File: config.mk
export PLATFORM = sky130hd
export DESIGN_NAME = alu_core
export DESIGN_NICKNAME = d
export VERILOG_FILES = /design/src/rtl/alu_pkg.sv /design/src/rtl/alu_shifter.sv /design/src/rtl/alu_core.sv
export SDC_FILE = /design/constraint.sdc
export NUM_CORES = 1
export LEC_CHECK = 0
export CORE_ASPECT_RATIO = 0.5
export CORE_MARGIN = 2
export CORE_UTILIZATION = 30
export DETAILED_ROUTE_END_ITERATION = 16
export GPL_TIMING_DRIVEN = 1
export PLACE_DENSITY = 0.52
export SETUP_SLACK_MARGIN = 0.15
export SLEW_MARGIN = 0
export SYNTH_ARGS = -nofsm -noshare
export SYNTH_HDL_FRONTEND = slang
export SYNTH_HIERARCHICAL = 1
export SYNTH_SLANG_ARGS = --single-unit
File: constraint.sdc
create_clock -name vclk -period 5.9
set_input_delay 1.18 -clock vclk [all_inputs]
set_output_delay 1.18 -clock vclk [all_outputs]
set_load 0.05 [all_outputs]
File: src/rtl/alu_pkg.sv
// Shared definitions for the RV32I ALU: datapath width, op code values
// (the controller uses the same values) and small helper functions.
package alu_pkg;

    localparam int DATA_W  = 32;
    localparam int OP_W    = 5;
    localparam int SHAMT_W = 5;

    // Op codes driven by the ALU controller. Codes 10..31 behave as ALU_ADD.
    localparam logic [OP_W-1:0] ALU_ADD  = 5'd0;
    localparam logic [OP_W-1:0] ALU_SUB  = 5'd1;
    localparam logic [OP_W-1:0] ALU_SLL  = 5'd2;
    localparam logic [OP_W-1:0] ALU_SLT  = 5'd3;
    localparam logic [OP_W-1:0] ALU_SLTU = 5'd4;
    localparam logic [OP_W-1:0] ALU_XOR  = 5'd5;
    localparam logic [OP_W-1:0] ALU_SRL  = 5'd6;
    localparam logic [OP_W-1:0] ALU_SRA  = 5'd7;
    localparam logic [OP_W-1:0] ALU_OR   = 5'd8;
    localparam logic [OP_W-1:0] ALU_AND  = 5'd9;

    // Shifter direction / fill selection.
    typedef enum logic [1:0] {
        SH_SLL = 2'd0,
        SH_SRL = 2'd1,
        SH_SRA = 2'd2
    } shift_mode_e;

    // Reverses the bit order of a word; lets one right-shifter serve left shifts.
    function automatic logic [DATA_W-1:0] bit_reverse(input logic [DATA_W-1:0] v);
        logic [DATA_W-1:0] r;
        r = '0;
        for (int i = 0; i < DATA_W; i++) begin
            r[i] = v[DATA_W-1-i];
        end
        return r;
    endfunction

    // True for the ops that need the subtract path of the shared adder.
    function automatic logic needs_subtract(input logic [OP_W-1:0] op);
        return (op == ALU_SUB) || (op == ALU_SLT) || (op == ALU_SLTU);
    endfunction

    // Maps an ALU op to the shifter mode; non-shift ops return SH_SLL (unused).
    function automatic shift_mode_e shift_mode_of(input logic [OP_W-1:0] op);
        shift_mode_e m;
        case (op)
            ALU_SRL: m = SH_SRL;
            ALU_SRA: m = SH_SRA;
            default: m = SH_SLL;
        endcase
        return m;
    endfunction

endpackage

File: src/rtl/alu_shifter.sv
// 32-bit logarithmic barrel shifter. Left shifts reuse the right-shift
// network by reversing the word on the way in and out. Fill is zero except
// for arithmetic right shifts, which replicate data[31].
module alu_shifter
    import alu_pkg::*;
(
    input  logic [DATA_W-1:0]  data,
    input  logic [SHAMT_W-1:0] shamt,
    input  shift_mode_e        mode,
    output logic [DATA_W-1:0]  result
);

    logic              is_left;
    logic              fill;
    logic [DATA_W-1:0] stage_in;
    logic [DATA_W-1:0] stage [0:SHAMT_W];

    // Select pre-reversal and fill bit from the shift mode.
    always_comb begin
        is_left  = (mode == SH_SLL);
        fill     = (mode == SH_SRA) ? data[DATA_W-1] : 1'b0;
        stage_in = is_left ? bit_reverse(data) : data;
    end

    assign stage[0] = stage_in;

    // Each level shifts right by 2^i when shamt[i] is set.
    for (genvar i = 0; i < SHAMT_W; i++) begin : g_level
        localparam int SH = 1 << i;
        assign stage[i+1] = shamt[i] ? {{SH{fill}}, stage[i][DATA_W-1:SH]} : stage[i];
    end

    // Undo the input reversal for left shifts.
    always_comb begin
        result = is_left ? bit_reverse(stage[SHAMT_W]) : stage[SHAMT_W];
    end

endmodule

File: src/rtl/alu_core.sv
// Combinational RV32I ALU. One adder serves ADD, SUB, SLT and SLTU; the
// compares are derived from the subtract result and operand signs. The
// result is forced to zero while RST_X is low, without any clocked state,
// so it follows the inputs again the moment reset is released.
module alu_core
    import alu_pkg::*;
(
    input  logic              CLK,
    input  logic              RST_X,
    input  logic [DATA_W-1:0] lhs,
    input  logic [DATA_W-1:0] rhs,
    input  logic [OP_W-1:0]   op,
    output logic [DATA_W-1:0] res
);

    // The clock port exists only for interface uniformity with other units.
    logic unused_clk;
    assign unused_clk = CLK;

    logic                     sub_sel;
    logic [DATA_W-1:0]        rhs_eff;
    logic [DATA_W:0]          sum_ext;
    logic [DATA_W-1:0]        sum;
    logic                     carry_out;
    logic                     borrow;
    logic signed [DATA_W-1:0] lhs_s;
    logic signed [DATA_W-1:0] rhs_s;
    logic signed [DATA_W-1:0] diff_s;
    logic                     lt_signed;
    logic                     lt_unsigned;
    logic [DATA_W-1:0]        logic_res;
    logic [DATA_W-1:0]        shift_res;
    logic [DATA_W-1:0]        alu_res;
    shift_mode_e              sh_mode;

    // Shared adder/subtractor: subtraction is lhs + ~rhs + 1.
    always_comb begin
        sub_sel   = needs_subtract(op);
        rhs_eff   = sub_sel ? ~rhs : rhs;
        sum_ext   = {1'b0, lhs} + {1'b0, rhs_eff} + {{DATA_W{1'b0}}, sub_sel};
        sum       = sum_ext[DATA_W-1:0];
        carry_out = sum_ext[DATA_W];
    end

    // Compares: a borrow means lhs < rhs unsigned; for signed, differing
    // signs decide directly (avoids overflow), otherwise the difference sign.
    always_comb begin
        lhs_s       = $signed(lhs);
        rhs_s       = $signed(rhs);
        diff_s      = $signed(sum);
        borrow      = ~carry_out;
        lt_unsigned = borrow;
        if (lhs_s[DATA_W-1] != rhs_s[DATA_W-1]) begin
            lt_signed = lhs_s[DATA_W-1];
        end else begin
            lt_signed = diff_s[DATA_W-1];
        end
    end

    // Bitwise logic unit.
    always_comb begin
        case (op)
            ALU_XOR: logic_res = lhs ^ rhs;
            ALU_OR:  logic_res = lhs | rhs;
            default: logic_res = lhs & rhs;
        endcase
    end

    assign sh_mode = shift_mode_of(op);

    alu_shifter u_shifter (
        .data   (lhs),
        .shamt  (rhs[SHAMT_W-1:0]),
        .mode   (sh_mode),
        .result (shift_res)
    );

    // Result select; unassigned codes fall back to the adder output.
    always_comb begin
        case (op)
            ALU_SUB:                   alu_res = sum;
            ALU_SLT:                   alu_res = {{(DATA_W-1){1'b0}}, lt_signed};
            ALU_SLTU:                  alu_res = {{(DATA_W-1){1'b0}}, lt_unsigned};
            ALU_SLL, ALU_SRL, ALU_SRA: alu_res = shift_res;
            ALU_XOR, ALU_OR, ALU_AND:  alu_res = logic_res;
            default:                   alu_res = sum;
        endcase
    end

    // Asynchronous reset gating of the output.
    always_comb begin
        res = RST_X ? alu_res : '0;
    end

endmodule

==> impl_results.md <==
* Status: complete, no violations
* Sequential area share after synthesis at 0%
* WHS Path Cells at 7
* Pin count of the biggest net entering global routing at 36
* Final Util at between 40% and 50%
* Core area at between 20000 and 25000 µm²
* Xor-xnor portion of the synthesized cell area at a little under 6%
* Most frequent cell after synthesis: ha_1
* 1st-iter DRT viols at between 700 and 800
* Post-route minimum period at 5.77 ns
* Critical path class: input pin to output pin
* Number of port buffers at between 100 and 150
* Crit path max-delay family: multiplexers
* Slowest cell on crit path: mux4_2
* First-pass GRT wire length at about 55000 µm
* Critical Path Max Stage Delay at 0.54 ns
* Area share of the leading cell type in the synthesized netlist at approximately 17%
* Post-CTS Hold Fix Bufs at 0
* Post-synthesis simple-gate area fraction at 18.9%
* Layout fillers at about 2200
* Largest area contributor in the netlist: ha_1
* Crit path DAT at 4.59 ns
* Vias per Instance at approximately 5.8
* Cell Pwr Density at 121 nW/µm²
* Number of different library cells in the post-synthesis netlist at 80
* Crit-path max FO at 7
* Via count at 9375
* Unrepaired setup endpoints after global routing: yes
* Leakage Power at 5.11 nW
* DRT antenna net count at 0
* FFs & Latches at 0
* Netlist Area Pre-Place at 7050 µm²
* Vias in the first global route at between 8000 and 9000
* Global route overflow at 0
* Die width at approximately 220 µm
* Max-cap violation count at 0
* Final instance area at 11200 µm²
* Sequence of cells on the critical path: buf_8, nor2_4, nand3_4, nor2_4, buf_6, nor2_4, buf_12, buf_4, mux4_2, mux2i_4, mux4_2, nand3b_1, o211ai_1, nand2_1, o21ai_2, a221oi_2, o32ai_2, buf_6
* Multi-input gate area at between 7000 and 8000 µm²
* Final net count at 1482
* Register Area at 0 µm²
* Synth warn at 6
* Initial antenna violation count at 1
* Die Height at approximately 110 µm
* Crit-path most repeated cell: nor2_4
* Critical Path RT at between 4 and 5 ns
* Mean post-synth cell area at slightly above 7 µm²
* Top cells by area, synth: ha_1, mux4_2, a21oi_1
* Hold Crit Class: input pin to output pin
* Drt wl/cell at around 23 µm
* CP bufs+invs at 5
* Final wirelength at approximately 37000 µm
* Net count after synthesis at around 1100
* Post-synthesis adder-cell area fraction at ~17%
* Clkbuf count at 0
* Crit path depth at 18
* Synthesized instance count at around 970
* Worst Tran Pin Value at about 0.79 ns
* Final setup vio count at 0
* Starting Density at between 30% and 40%
* Die area at ~25000 µm²
* IO Count at 103
* Row Count at 39
* Share of layout cells above drive strength 1 at between 30% and 40%
* Max Slew Vio Count at 0
* VDD IR-drop max at 0.0000579 V
* Largest family of logic cells by synthesized area: compound AO/OA/AOI/OAI gates
* Setup crit start kind: input pin
* Post-synthesis compound-gate area fraction at between 30% and 40%
* Drt first pass iters at 6
* Hpwl dp at about 29000 µm
* DP Area at 10300 µm²
* Routability-driven placement congestion ratio at 0.957
* Mux contribution to synthesized area at 17.6%
* Fmax at 173 MHz
* Global-route usage over all layers at between 20 and 30%
* Final hold violation count at 0
* Area delta synth->final at 59.3%
* Commonest cells post-synth: ha_1, nand2_1, inv_1
* Max-Slew Margin vs Limit at 47.1%
* Final period utilization at 97.9%
* DR DRC count at 0
* Crit end category: output pin
where the power goes:
part / internal, mW / switching [mW]
Combinational: 0.612 / 0.745
Sequential: 0 / 0
Clock: 0.0000000346 / 0
Total: 0.612 / 0.745
cell usage in the layout (no fill, tap or decap), types with 17 or more instances in the layout:
cell type	n
clkdlybuf4s50_1	65
nor2_1	66
o21ai_0	44
mux4_2	41
buf_6	17
inv_1	76
a22oi_1	28
nand2_1	88
mux2i_1	18
ha_1	93
a21oi_1	61
a31oi_1	21
xnor2_1	37
buf_4	294
area by class of cell:
type / instances / area share (%)
multi-input cells: 835 / 63.5
inverters: 81 / 2.71
diodes: 1 / 0.0223
well taps: 307 / 3.42
repair buffers: 397 / 30.4
stage by stage:
stage               hold WS (ns)  std cells  TNS, ns  setup WS (ns)  total power, mW
finish                      3.19       1621        0          0.125             1.36
CTS                         3.25       1603        0          0.121             1.27
floorplan                   2.72        972        0          0.108            0.640
global placement            3.40       1586    -7.80         -0.516             1.21
global route                3.23       1620        0          0.104             1.44
detailed placement          3.42       1586    -7.88         -0.531             1.21
cell families (layout without fill, tap and decap cells):
kind of cell,after synthesis,count (layout)
other,0,1
and+or+nand+nor,278,278
buffers and inverters,137,478
xor gates and xnor gates,47,47
muxes,71,71
adders and majority gates,96,96
AOI/OAI and AO/OA,343,343
layer usage:
| metal | global-route usage, % | share of wire, % | wire length (µm) | vias to the layer above |
|---|---|---|---|---|
| met3 | 6.31 | 9.5 | 3520 | 47 |
| met4 | 5.77 | 2.0 | 734 | 0 |
| li1 | - | - | - | 4387 |
| met1 | 41.1 | 46 | 17200 | 4596 |
| met2 | 43.4 | 42 | 15600 | 345 |
| met5 | 0 | 0 | 0 | - |
final timing paths:
| check | slack [ns] | start | to |
|---|---|---|---|
| hold / removal | 3.19 | op[4] | res[0] |
| setup / recovery | 0.13 | op[4] | res[31] |
repair_timing:
action                     4_1_cts  5_1_grt
cloned                           1        0
pin swaps                       35       43
buffers inserted                16       17
setup endpoints to repair       32       30
resized for setup               97       86
No activity file was read; power rests on OpenSTA's default activity.
